### config.mk
export PLATFORM = sky130hd
export DESIGN_NAME = rv32_r_encoder
export DESIGN_NICKNAME = d
export VERILOG_FILES = /design/src/rtl/rv32_isa_pkg.sv /design/src/rtl/rv32_sync_fifo.sv /design/src/rtl/rv32_r_encoder.sv
export SDC_FILE = /design/constraint.sdc
export NUM_CORES = 1
export LEC_CHECK = 0
export ABC_AREA = 0
export BUFFER_PORTS_ARGS = -buffer_cell sky130_fd_sc_hd__buf_2
export CAP_MARGIN = 10
export CORE_ASPECT_RATIO = 1.4
export CORE_UTILIZATION = 30
export DETAILED_ROUTE_END_ITERATION = 10
export PLACE_DENSITY_LB_ADDON = 0.15
export SETUP_SLACK_MARGIN = 0.15
export SKIP_CTS_REPAIR_TIMING = 1
export SLEW_MARGIN = 10
export SYNTH_ARGS = -nofsm -noshare
export SYNTH_HDL_FRONTEND = slang
export SYNTH_HIERARCHICAL = 1
export SYNTH_SLANG_ARGS = --single-unit
### constraint.sdc
create_clock -name clk -period 6.7 [get_ports clk]
set_clock_uncertainty 0.05 [all_clocks]
set_input_delay 2.01 -clock clk [delete_from_list [all_inputs] [get_ports clk]]
set_output_delay 2.01 -clock clk [all_outputs]
set_load 0.05 [all_outputs]
### src/rtl/rv32_isa_pkg.sv
// ============================================================================
// Module      : rv32_isa_pkg
// Description : RV32I R-type encoding constants, ALU op codes, field types.
// Revision    : 1.0 - initial release
// ============================================================================
`default_nettype none

package rv32_isa_pkg;

  localparam logic [6:0] OPCODE_R = 7'b0110011;

  typedef logic [9:0] alu_op_t;

  // Op codes shared with the decoder's alu_op output; code 4 is unassigned.
  localparam alu_op_t ALU_ADD  = 10'd1;
  localparam alu_op_t ALU_SUB  = 10'd2;
  localparam alu_op_t ALU_SLL  = 10'd3;
  localparam alu_op_t ALU_SLT  = 10'd5;
  localparam alu_op_t ALU_SLTU = 10'd6;
  localparam alu_op_t ALU_XOR  = 10'd7;
  localparam alu_op_t ALU_SRL  = 10'd8;
  localparam alu_op_t ALU_SRA  = 10'd9;
  localparam alu_op_t ALU_OR   = 10'd10;
  localparam alu_op_t ALU_AND  = 10'd11;

  localparam logic [2:0] F3_ADD_SUB = 3'b000;
  localparam logic [2:0] F3_SLL     = 3'b001;
  localparam logic [2:0] F3_SLT     = 3'b010;
  localparam logic [2:0] F3_SLTU    = 3'b011;
  localparam logic [2:0] F3_XOR     = 3'b100;
  localparam logic [2:0] F3_SRL_SRA = 3'b101;
  localparam logic [2:0] F3_OR      = 3'b110;
  localparam logic [2:0] F3_AND     = 3'b111;

  localparam logic [6:0] F7_BASE = 7'b0000000;
  localparam logic [6:0] F7_ALT  = 7'b0100000;

  typedef struct packed {
    logic [6:0] funct7;
    logic [4:0] rs2;
    logic [4:0] rs1;
    logic [2:0] funct3;
    logic [4:0] rd;
    logic [6:0] opcode;
  } r_instr_t;

  typedef struct packed {
    logic       legal;
    logic [6:0] funct7;
    logic [2:0] funct3;
  } funct_sel_t;

  function automatic funct_sel_t alu_decode(input alu_op_t op);
    funct_sel_t s;
    s.legal  = 1'b1;
    s.funct7 = F7_BASE;
    s.funct3 = F3_ADD_SUB;
    case (op)
      ALU_ADD:  s.funct3 = F3_ADD_SUB;
      ALU_SUB:  s.funct7 = F7_ALT;
      ALU_SLL:  s.funct3 = F3_SLL;
      ALU_SLT:  s.funct3 = F3_SLT;
      ALU_SLTU: s.funct3 = F3_SLTU;
      ALU_XOR:  s.funct3 = F3_XOR;
      ALU_SRL:  s.funct3 = F3_SRL_SRA;
      ALU_SRA: begin
        s.funct7 = F7_ALT;
        s.funct3 = F3_SRL_SRA;
      end
      ALU_OR:   s.funct3 = F3_OR;
      ALU_AND:  s.funct3 = F3_AND;
      default:  s.legal  = 1'b0;
    endcase
    return s;
  endfunction

endpackage

`default_nettype wire

### src/rtl/rv32_sync_fifo.sv
// ============================================================================
// Module      : rv32_sync_fifo
// Description : Synchronous FIFO with flush; DEPTH must be a power of two >= 2.
// Revision    : 1.0 - initial release
// ============================================================================
`default_nettype none

module rv32_sync_fifo #(
  parameter int WIDTH = 32,
  parameter int DEPTH = 4
) (
  input  logic             clk,
  input  logic             rst_n,
  input  logic             flush,
  input  logic             push,
  input  logic [WIDTH-1:0] wr_data,
  input  logic             pop,
  output logic [WIDTH-1:0] rd_data,
  output logic             full,
  output logic             empty
);

  localparam int         AW      = $clog2(DEPTH);
  localparam logic [AW:0] C_DEPTH = (AW+1)'(DEPTH);

  logic [WIDTH-1:0] r_mem [DEPTH];
  logic [AW-1:0]    r_wr_ptr;
  logic [AW-1:0]    r_rd_ptr;
  logic [AW:0]      r_count;
  logic             w_push_ok;
  logic             w_pop_ok;

  assign full      = (r_count == C_DEPTH);
  assign empty     = (r_count == '0);
  assign w_push_ok = push && !full;
  assign w_pop_ok  = pop && !empty;
  assign rd_data   = r_mem[r_rd_ptr];

  // Storage is reset too, so the head reads zero straight out of reset.
  always_ff @(posedge clk or negedge rst_n) begin
    if (!rst_n) begin
      for (int i = 0; i < DEPTH; i++) r_mem[i] <= '0;
      r_wr_ptr <= '0;
      r_rd_ptr <= '0;
      r_count  <= '0;
    end else if (flush) begin
      r_wr_ptr <= '0;
      r_rd_ptr <= '0;
      r_count  <= '0;
    end else begin
      if (w_push_ok) begin
        r_mem[r_wr_ptr] <= wr_data;
        r_wr_ptr        <= r_wr_ptr + 1'b1;
      end
      if (w_pop_ok) r_rd_ptr <= r_rd_ptr + 1'b1;
      case ({w_push_ok, w_pop_ok})
        2'b10:   r_count <= r_count + 1'b1;
        2'b01:   r_count <= r_count - 1'b1;
        default: r_count <= r_count;
      endcase
    end
  end

endmodule

`default_nettype wire

### src/rtl/rv32_r_encoder.sv
// ============================================================================
// Module      : rv32_r_encoder
// Description : ALU op + registers -> RV32I R-type word, buffered with address.
//               Optional R_ENCODER_ERR_CNT_EN adds a saturating err_cnt port.
// Revision    : 1.0 - initial release
// ============================================================================
`default_nettype none

module rv32_r_encoder
  import rv32_isa_pkg::*;
#(
  parameter int          FIFO_DEPTH = 4,
  parameter logic [31:0] BASE_ADDR  = 32'h0000_0000
) (
  input  logic        clk,
  input  logic        rst_n,
  input  logic        flush,
  input  logic        in_valid,
  output logic        in_ready,
  input  logic [9:0]  in_alu_op,
  input  logic [4:0]  in_rs1,
  input  logic [4:0]  in_rs2,
  input  logic [4:0]  in_rd,
  output logic        out_valid,
  input  logic        out_ready,
  output logic [31:0] out_instr,
  output logic [31:0] out_addr,
`ifdef R_ENCODER_ERR_CNT_EN
  output logic [7:0]  err_cnt,
`endif
  output logic        err_illegal
);

  funct_sel_t  w_dec;
  r_instr_t    w_instr;
  logic        w_accept;
  logic        w_push;
  logic        w_pop;
  logic        w_full;
  logic        w_empty;
  logic [31:0] r_addr;
  logic        r_err;

  assign w_dec   = alu_decode(in_alu_op);
  assign w_instr = '{funct7: w_dec.funct7, rs2: in_rs2, rs1: in_rs1,
                     funct3: w_dec.funct3, rd: in_rd, opcode: OPCODE_R};

  assign in_ready  = !w_full;
  assign out_valid = !w_empty;
  assign w_accept  = in_valid && in_ready;
  assign w_push    = w_accept && w_dec.legal;
  assign w_pop     = out_valid && out_ready;

  rv32_sync_fifo #(
    .WIDTH (32),
    .DEPTH (FIFO_DEPTH)
  ) u_fifo (
    .clk     (clk),
    .rst_n   (rst_n),
    .flush   (flush),
    .push    (w_push),
    .wr_data (w_instr),
    .pop     (w_pop),
    .rd_data (out_instr),
    .full    (w_full),
    .empty   (w_empty)
  );

  assign out_addr    = r_addr;
  assign err_illegal = r_err;

  // r_addr tracks the head slot's address, advancing one word per pop.
  always_ff @(posedge clk or negedge rst_n) begin
    if (!rst_n) begin
      r_addr <= BASE_ADDR;
      r_err  <= 1'b0;
    end else if (flush) begin
      r_addr <= BASE_ADDR;
      r_err  <= 1'b0;
    end else begin
      if (w_pop) r_addr <= r_addr + 32'd4;
      r_err <= w_accept && !w_dec.legal;
    end
  end

`ifdef R_ENCODER_ERR_CNT_EN
  logic [7:0] r_err_cnt;

  always_ff @(posedge clk or negedge rst_n) begin
    if (!rst_n) begin
      r_err_cnt <= 8'd0;
    end else if (flush) begin
      r_err_cnt <= 8'd0;
    end else if (w_accept && !w_dec.legal && (r_err_cnt != 8'hFF)) begin
      r_err_cnt <= r_err_cnt + 8'd1;
    end
  end

  assign err_cnt = r_err_cnt;
`endif

endmodule

`default_nettype wire
==> results.py, run 1 <==
metrics = {
    "timing": {
        "slew_headroom_pct": 33.30,
        "period_share_pct": 69.89,
        "worst_slew_pin_slew_ns": 1.000,
        "tns_ns": 0,
        "finalCriticalPeriod_ns": 4.683,
        "fmax_mhz": 213.6,
        "hold_viol": 0,
        "rsz0062_at_grt": "no",
        "setup_violations": 0,
        "slew_violations": 0,
    },
    "synthesis": {
        "netlist_area_mm2": 0.008172,
        "synth.most_common_cell": "dfrtp_1",
        "ys_async_sr_fraction_pct": 100.0,
        "synth_top_cell_by_area": "dfrtp_1",
        "synthesis.instances": 577,
        "yosysSeqAreaShare_pct": 50.83,
        "synthTopCellsByCount": "dfrtp_1, mux2_2, mux2_4, mux4_2, nor2_1",
        "synth-edff-count": 0,
        "ys.flop_type": "dfrtp_1",
        "yosysTopAreaCellShare_pct": 50.83,
        "ys_top_cells_by_area": "dfrtp_1, mux2_2, mux2_4",
        "synth.distinct_cells": 50,
        "yosys_warnings": 6,
        "ys_ff_latch": 166,
        "avgSynthCellArea_um2": 14.16,
    },
    "clocking": {
        "h-tree-depth": 4,
        "max-clock-path-buffers": 2,
        "cts_buffers": 17,
        "cts_tree": "yes",
        "clock_latency_ns": 0.42,
        "cts.sinks": 166,
        "clk_pin_slew_ns": 0.07,
        "root_buffer": "clkbuf_16",
    },
    "grt": {
        "grt_max_degree": 86,
        "first_global_vias": 5601,
        "grt_use_total_pct": 14.21,
        "grt-ovfl-total": 0,
        "antenna_found_initial": 0,
        "grt_first_pass_wirelength_mm": 30.20,
    },
    "setup_path": {
        "crit_chain": "buf_4 > mux4_2 > buf_2",
        "critPathSlowestCell": "dfrtp_2",
        "path_buf_inv": 2,
        "crit_path_end_kind": "primary output",
        "crit_path_max_incr_delay_ns": 1.03,
        "path_class": "reg -> out",
        "critPathMaxFanout": 26,
        "critPathRequiredTime_ns": 4.64,
        "crit_family": "flip-flops",
        "critPathArrivalTime_ns": 2.62,
        "start_kind": "flip-flop",
    },
    "floorplan": {
        "core_mm2": 0.02683,
        "die_area_mm2": 0.02791,
        "ios": 97,
        "fp.dieH_um": 197.3,
        "die_width_um": 141.5,
        "num_rows": 71,
        "start_util_pct": 30.46,
    },
    "finish": {
        "nets": 746,
        "syn_to_final_growth_pct": 18.08,
        "num_antenna_cells": 0,
        "n_fill_cell": 2682,
        "stdcell_area_mm2": 0.009649,
        "layout-drive-gt1-share_pct": 43.15,
        "multi_input_area_mm2": 0.003918,
        "layout.area.seq_mm2": 0.004156,
    },
    "power_and_ir_drop": {
        "finalPower_mw": 2.082,
        "power.clock.fraction_pct": 45.5,
        "swShare_pct": 24.15,
        "powerDensity_mw_per_mm2": 215.7,
        "power_leakage_nw": 4.825,
        "combPwrFrac_pct": 5.7,
        "ir_drop_v": 0.0001591,
        "power_frac_seq_pct": 48.8,
        "intPower_mw": 1.579,
        "netSwitchingPower_mw": 0.5028,
    },
    "place": {
        "place.port_buffers": 94,
        "hpwl_mm": 11.72,
        "place_congestion": 0.7098,
        "post_dp_cell_area_mm2": 0.009086,
    },
    "route": {
        "routedWlPerCell_um": 17.00,
        "drt_wl_total_mm": 18.49,
        "drtIter0Drc": 229,
        "dr_total_vias": 5115,
        "ant_nets": 0,
        "drc": 0,
        "routed_via_density": 4.701,
        "dr.pass1.iters": 4,
    },
    "outcome": {
        "outcome": "finished clean",
    },
    "min_path": {
        "min_path_type": "reg -> reg",
    },
    "run": {
        "cap_violations": 0,
    },
}
final cells by class:
cell class / instances / share of cell area (%)
Clock inverter: 11 / 1.063
Sequential cell: 166 / 43.08
Clock buffer: 21 / 4.772
Timing Repair Buffer: 99 / 5.329
Inverter: 11 / 0.4279
Tap cell: 365 / 4.733
Multi-Input combinational cell: 415 / 40.60
per-layer routing:
layer	vias up	part of all wire, %	routed length, um	global-route usage, %
met5	-	0	0	0
met4	0	1.7	319	5.376
met3	20	3.5	644	3.418
met2	88	54	9896	25.56
met1	2664	41	7633	16.19
li1	2343	-	-	-
power by group through the flow:
stage	registers (mW)	logic, mW	clock network (mW)
detailed placement	1.03	0.121	0
global placement	1.03	0.119	0
floorplan	1.03	0.0710	0
finish	1.02	0.118	0.947
CTS	1.02	0.121	0.986
global route	1.02	0.131	1.02
path summary, 6_finish.rpt:
path,depth (start not counted),endpoint,slack (ns),startpoint
setup / recovery,3,out_instr[26],2.02,u_fifo/r_rd_ptr[0]
hold / removal,1,u_fifo/r_mem[47],0.45,u_fifo/r_mem[47]
max in group asynchronous,2,u_fifo/r_mem[115],3.77,rst_n
setup reg to reg,6,u_fifo/r_mem[120],3.89,u_fifo/r_count[2]
min in group asynchronous,1,u_fifo/r_mem[101],1.60,rst_n
hold reg to reg,1,u_fifo/r_mem[47],0.45,u_fifo/r_mem[47]
per-stage QoR:
stage                     util, %  setup slack, ns  instances  hold WS [ns]
final                       35.97            2.017       1088        0.4490
after global routing        35.97            1.785       1088        0.4686
after CTS                   35.97            1.883       1088        0.4542
after detailed placement    33.87            1.850       1056        0.4394
after global placement      33.87            1.939       1056        0.4316
after floorplan                 -            2.552        629        0.4238
state kept, by name (all words and copies together), names as in the netlist:
name             flops
u_fifo/r_wr_ptr      2
err_illegal          1
u_fifo/r_rd_ptr      2
u_fifo/r_count       3
u_fifo/r_mem       128
out_addr            30
worst register-to-register path: stages (launching register included):
cell,delay (ns)
dfrtp_1,0.46
nor3b_4,0.21
inv_1,0.10
and3_1,0.38
nor3b_4,0.52
nand2_4,0.49
mux2_4,0.48
layout by cell type (no fill, tap or decap), types with 3 or more instances in the layout:
master	instances
xor2_1	8
nor2b_1	10
nand2_1	15
clkinvlp_4	3
inv_1	11
and4_1	3
conb_1	54
o21ai_0	9
clkinv_2	3
mux2_2	84
buf_4	5
nand2b_1	3
buf_2	93
o31ai_1	9
nand3_1	9
or3_1	8
nor4_1	9
mux4_2	32
nor3_1	5
a21oi_1	19
and3_1	4
mux2_4	52
xnor2_1	3
clkinv_4	4
or4_1	10
clkbuf_16	17
dfrtp_1	164
ha_1	5
nand2_4	4
nand4_1	4
nor2_1	28
o2111ai_1	3
kinds of logic after synthesis:
family	share of synthesized area [%]
adder cells (fa/ha/maj)	1.011
buffers and inverters	3.613
multiplexers	30.19
other	0.09190
AND/OR/NAND/NOR	8.973
AO/OA/AOI/OAI	4.104
XOR/XNOR	1.179
flip-flops	50.83
Power figures use the tool's default switching activity.
==> run 2, diff against run 1 <==
ABC_AREA = 1   (was 0)
clock period = 4 ns   (was 6.7 ns; I/O delays follow)
==> results.py, run 2 <==
metrics = {
    "synthesis": {
        "synth_top_family_by_area": "simple AND/OR/NAND/NOR gates",
        "yosysSeqAreaShare_pct": 49.71,
        "ys_async_sr_fraction_pct": 100.0,
        "synthTopCellsByCount": "nand2_1, dfrtp_1, nor2_1, inv_1, o21ai_1",
        "yosys_warnings": 6,
        "synth-compound-area-share_pct": 18.45,
        "synth_xor_area_share_pct": 0.2096,
        "synth-edff-count": 0,
        "avgSynthCellArea_um2": 8.390,
        "synth.distinct_cells": 37,
        "netlist_area_mm2": 0.008357,
        "synth.most_common_cell": "nand2_1",
        "ys_top_cells_by_area": "dfrtp_1, nand2_1, nor2_1",
        "ys.flop_type": "dfrtp_1",
        "synthesis.instances": 996,
        "synthAdderAreaFrac_pct": 0.9882,
        "ys_ff_latch": 166,
        "muxShareOfSynthArea_pct": 0,
        "synth_top_cell_by_area": "dfrtp_1",
        "yosysTopAreaCellShare_pct": 49.71,
        "synthSimpleGateAreaFrac_pct": 22.14,
    },
    "power_and_ir_drop": {
        "power.clock.fraction_pct": 33.1,
        "intPower_mw": 2.961,
        "finalPower_mw": 4.724,
        "netSwitchingPower_mw": 1.764,
        "power_frac_seq_pct": 37.9,
        "combPwrFrac_pct": 29.0,
        "power_leakage_nw": 4.767,
        "swShare_pct": 37.33,
        "powerDensity_mw_per_mm2": 487.5,
        "ir_drop_v": 0.0003033,
    },
    "finish": {
        "layout.cells.non_filler": 1462,
        "layout.area.seq_mm2": 0.004155,
        "layout_commonest_cell": "nand2_1",
        "multi_input_area_mm2": 0.003548,
        "layout-drive-gt1-share_pct": 19.80,
        "top_register": "u_fifo/r_mem",
        "n_fill_cell": 2906,
        "syn_to_final_growth_pct": 15.98,
        "final_cell_mix": "nand2_1, dfrtp_1, nor2_1",
        "nets": 1122,
        "largest_reg_flops": 128,
    },
    "route": {
        "drc": 0,
        "routed_via_density": 4.606,
        "routedWlPerCell_um": 14.64,
        "drtIter0Drc": 314,
        "dr.pass1.iters": 4,
        "drt_wl_total_mm": 21.41,
        "dr_total_vias": 6734,
        "ant_nets": 0,
    },
    "clocking": {
        "cts_buffers": 17,
        "clk_pin_slew_ns": 0.06,
        "root_buffer": "clkbuf_16",
        "cts_tree": "yes",
        "cts.sinks": 166,
        "clock_latency_ns": 0.42,
        "max-clock-path-buffers": 2,
        "h-tree-depth": 4,
    },
    "floorplan": {
        "num_rows": 71,
        "ios": 97,
        "die_area_mm2": 0.02854,
        "fp.dieH_um": 199.5,
        "die_width_um": 143.1,
        "start_util_pct": 30.84,
        "core_mm2": 0.02709,
    },
    "timing": {
        "fmax_mhz": 284.4,
        "slew_violations": 0,
        "tns_ns": 0,
        "setup_violations": 0,
        "finalCriticalPeriod_ns": 3.516,
        "period_share_pct": 87.90,
        "hold_viol": 0,
        "worst_slew_pin_slew_ns": 0.7615,
        "slew_headroom_pct": 49.23,
        "whs_ns": 0.4253,
        "rsz0062_at_grt": "no",
    },
    "outcome": {
        "outcome": "finished clean",
    },
    "place": {
        "place.port_buffers": 94,
        "place_congestion": 0.7541,
        "hpwl_mm": 13.93,
        "dp.cells": 1432,
    },
    "grt": {
        "grt_first_pass_wirelength_mm": 35.10,
        "grt_max_degree": 74,
        "first_global_vias": 6829,
        "antenna_found_initial": 2,
        "grt_use_total_pct": 15.94,
        "grt-ovfl-total": 0,
    },
    "setup_path": {
        "regToRegSetupSlack_ns": 1.52,
        "start_kind": "flip-flop",
        "path_class": "reg -> out",
        "timing.rr.end": "u_fifo/r_count[2]",
        "r2r-start": "u_fifo/r_count[1]",
        "reg2reg_depth": 16,
        "critPathRequiredTime_ns": 2.75,
        "critPathMaxFanout": 37,
        "crit_path_end_kind": "primary output",
        "critPathArrivalTime_ns": 2.27,
    },
    "min_path": {
        "holdPathStages": 2,
        "min_to": "u_fifo/r_mem[70]",
        "min_path_type": "reg -> reg",
        "hp-start": "u_fifo/r_mem[70]",
    },
    "run": {
        "cap_violations": 0,
    },
}
==> run 2: cell types whose count changed in the layout (fill, tap and decap cells not counted), moves of 13 or more <==
cell | previous run | this run
mux2_4 | 52 | 0
conb_1 | 54 | 15
nand3_1 | 9 | 22
o21ai_1 | 0 | 79
nand2_1 | 15 | 229
o21ai_0 | 9 | 77
mux4_2 | 32 | 0
o22ai_1 | 0 | 32
inv_1 | 11 | 81
o21ai_2 | 0 | 50
mux2_2 | 84 | 0
nor2_1 | 28 | 127
==> run 2: layout make-up <==
type | instances | share of cell area, %
Multi-Input combinational cell | 711 | 36.61
Tap cell | 365 | 4.712
Antenna cell | 1 | 0.02582
Timing Repair Buffer | 107 | 6.958
Clock inverter | 10 | 1.136
Sequential cell | 166 | 42.87
Inverter | 83 | 3.215
Clock buffer | 19 | 4.467
==> run 2: worst max-delay path, stage by stage, from the launching register on <==
cell and delay [ns]:
dfrtp_2 0.61, inv_2 0.28, buf_12 0.24, o21ai_0 0.11, o22ai_1 0.25, buf_2 0.32
==> run 2: worst max-delay path by stage <==
stage | slack, ns | start | cells past startpoint | to
after floorplan | 0.66 | in_alu_op[9] | 16 | u_fifo/r_count[2]
after global placement | 0.48 | in_alu_op[7] | 17 | u_fifo/r_count[2]
after detailed placement | 0.42 | in_alu_op[7] | 17 | u_fifo/r_count[2]
after CTS | 0.42 | u_fifo/r_rd_ptr[0] | 5 | out_instr[13]
after global routing | 0.35 | u_fifo/r_rd_ptr[0] | 5 | out_instr[27]
final | 0.48 | u_fifo/r_rd_ptr[0] | 5 | out_instr[13]
==> run 2: layer usage <==
layer | routed length [um] | GRT usage, % | part of all wire [%]
met5 | 12 | 0 | 0.056
met4 | 278 | 4.739 | 1.3
met3 | 825 | 3.618 | 3.9
met2 | 10820 | 28.62 | 51
met1 | 9465 | 18.68 | 44
==> run 2: cells by family after synthesis <==
kind of cell    count (synthesis)
xor+xnor                        2
buf+inv                       132
fa+ha+maj                       6
compound gates                260
other cells                     2
flops                         166
simple gates                  428
==> run 2: power groups by stage <==
stage / registers, mW / logic [mW] / clock network (mW)
CTS: 1.79 / 1.39 / 1.63
global placement: 1.83 / 1.40 / 0
detailed placement: 1.82 / 1.39 / 0
finish: 1.79 / 1.37 / 1.56
floorplan: 1.81 / 1.01 / 0
global route: 1.80 / 1.49 / 1.69
==> run 2: metrics by stage <==
step | setup WS [ns] | util (%) | cell area (um^2)
after floorplan | 0.6600 | - | 8406
after global placement | 0.4770 | 33.76 | 9146
after detailed placement | 0.4215 | 33.76 | 9146
after CTS | 0.4168 | 35.76 | 9689
after global routing | 0.3460 | 35.76 | 9689
final | 0.4840 | 35.77 | 9692
==> run 3, diff against run 2 <==
BUFFER_PORTS_ARGS = -buffer_cell sky130_fd_sc_hd__clkbuf_2   (was -buffer_cell sky130_fd_sc_hd__buf_2)
CORE_ASPECT_RATIO = 0.9   (was 1.4)
CORE_UTILIZATION = 54   (was 30)
==> results.py, run 3 (same netlist as run 2, synthesis figures left out) <==
metrics = {
    "finish": {
        "final_cell_mix": "nand2_1, dfrtp_1, nor2_1",
        "layout-drive-gt1-share_pct": 19.71,
        "n_fill_cell": 1291,
        "num_antenna_cells": 0,
        "layout.area.seq_mm2": 0.004155,
        "multi_input_area_mm2": 0.003548,
        "syn_to_final_growth_pct": 12.79,
        "top_register": "u_fifo/r_mem",
        "nets": 1119,
        "largest_reg_flops": 128,
        "layout_commonest_cell": "nand2_1",
    },
    "run": {
        "cap_violations": 0,
    },
    "grt": {
        "grt-ovfl-total": 0,
        "grt_use_total_pct": 24.54,
        "grt_first_pass_wirelength_mm": 30.88,
        "grt_max_degree": 75,
        "antenna_found_initial": 0,
        "first_global_vias": 6366,
    },
    "route": {
        "drtIter0Drc": 582,
        "dr_total_vias": 6739,
        "dr.pass1.iters": 5,
        "drc": 0,
        "ant_nets": 0,
        "routed_via_density": 5.208,
        "routedWlPerCell_um": 14.12,
        "drt_wl_total_mm": 18.28,
    },
    "timing": {
        "whs_ns": 0.4263,
        "slew_headroom_pct": 48.03,
        "tns_ns": 0,
        "period_share_pct": 86.78,
        "worst_slew_pin_slew_ns": 0.7789,
        "slew_violations": 0,
        "hold_viol": 0,
        "setup_slack_ns": 0.5287,
        "fmax_mhz": 288.1,
        "rsz0062_at_grt": "no",
        "setup_violations": 0,
        "finalCriticalPeriod_ns": 3.471,
    },
    "clocking": {
        "cts.sinks": 166,
        "root_buffer": "clkbuf_16",
        "clk_pin_slew_ns": 0.06,
        "clock_latency_ns": 0.42,
        "max-clock-path-buffers": 2,
        "cts_buffers": 17,
        "h-tree-depth": 4,
        "cts_tree": "yes",
    },
    "setup_path": {
        "crit_path_end_kind": "primary output",
        "critPathArrivalTime_ns": 2.22,
        "start_kind": "flip-flop",
        "critPathRequiredTime_ns": 2.75,
        "critPathMaxFanout": 66,
        "path_class": "reg -> out",
    },
    "floorplan": {
        "num_rows": 42,
        "die_area_mm2": 0.01598,
        "start_util_pct": 55.99,
        "die_width_um": 133.1,
        "ios": 97,
        "fp.dieH_um": 120.0,
        "core_mm2": 0.01492,
    },
    "min_path": {
        "min_path_type": "reg -> reg",
    },
    "place": {
        "place_congestion": 0.8376,
        "place.port_buffers": 94,
        "place_ws_ns": 0.3468,
        "hpwl_mm": 11.50,
    },
    "power_and_ir_drop": {
        "power_leakage_nw": 4.699,
        "ir_drop_v": 0.0004642,
        "powerDensity_mw_per_mm2": 502.9,
    },
    "outcome": {
        "outcome": "finished clean",
    },
}
==> run 3: area by class of cell <==
type / count / area share, %
Tap cell: 198 / 2.628
Multi-Input combinational cell: 711 / 37.65
Clock buffer: 22 / 4.925
Clock inverter: 10 / 1.288
Sequential cell: 166 / 44.09
Timing Repair Buffer: 104 / 6.120
Inverter: 83 / 3.305
==> run 3: routing by layer <==
layer / up-vias / track usage, % / part of all wire, %
met1: 3164 / 35.41 / 50
met5: - / 0 / 0
met3: 15 / 5.239 / 4.0
met2: 137 / 37.73 / 45
met4: 0 / 6.250 / 0.95
li1: 3423 / - / -
==> run 3: final timing paths <==
kind | start | endpoint | slack (ns) | cells past startpoint
max | u_fifo/r_rd_ptr[0] | out_instr[12] | 0.53 | 4
min | u_fifo/r_mem[86] | u_fifo/r_mem[86] | 0.43 | 2
max reg2reg | u_fifo/r_count[1] | u_fifo/r_count[2] | 1.57 | 16
min reg2reg | u_fifo/r_mem[86] | u_fifo/r_mem[86] | 0.43 | 2
max in group asynchronous | rst_n | u_fifo/r_mem[110] | 2.31 | 2
min in group asynchronous | rst_n | u_fifo/r_mem[28] | 0.74 | 1
==> run 3: where the power goes <==
group	leakage [nW]	total (mW)	internal, mW	switching [mW]
Clock	0.285	1.62	0.957	0.662
Combinational	2.11	1.35	0.313	1.04
Sequential	2.31	1.77	1.73	0.0409
==> run 3: critical path, stage by stage (launching register included) <==
cell and delay [ns]:
dfrtp_2 0.36, buf_4 0.57, o21ai_0 0.20, o22ai_1 0.32
clkbuf_2 0.34
==> run 3: through the flow <==
stage          instances  instance area [um^2]  utilization, %  total power [mW]
4_1_cts             1294                  9425           63.15             4.785
3_5_place_dp        1262                  8840           59.23             3.151
5_1_grt             1294                  9425           63.15             4.957
2_1_floorplan       1009                  8406               -             2.818
3_3_place_gp        1262                  8840           59.23             3.142
6_report            1294                  9425           63.15             4.740
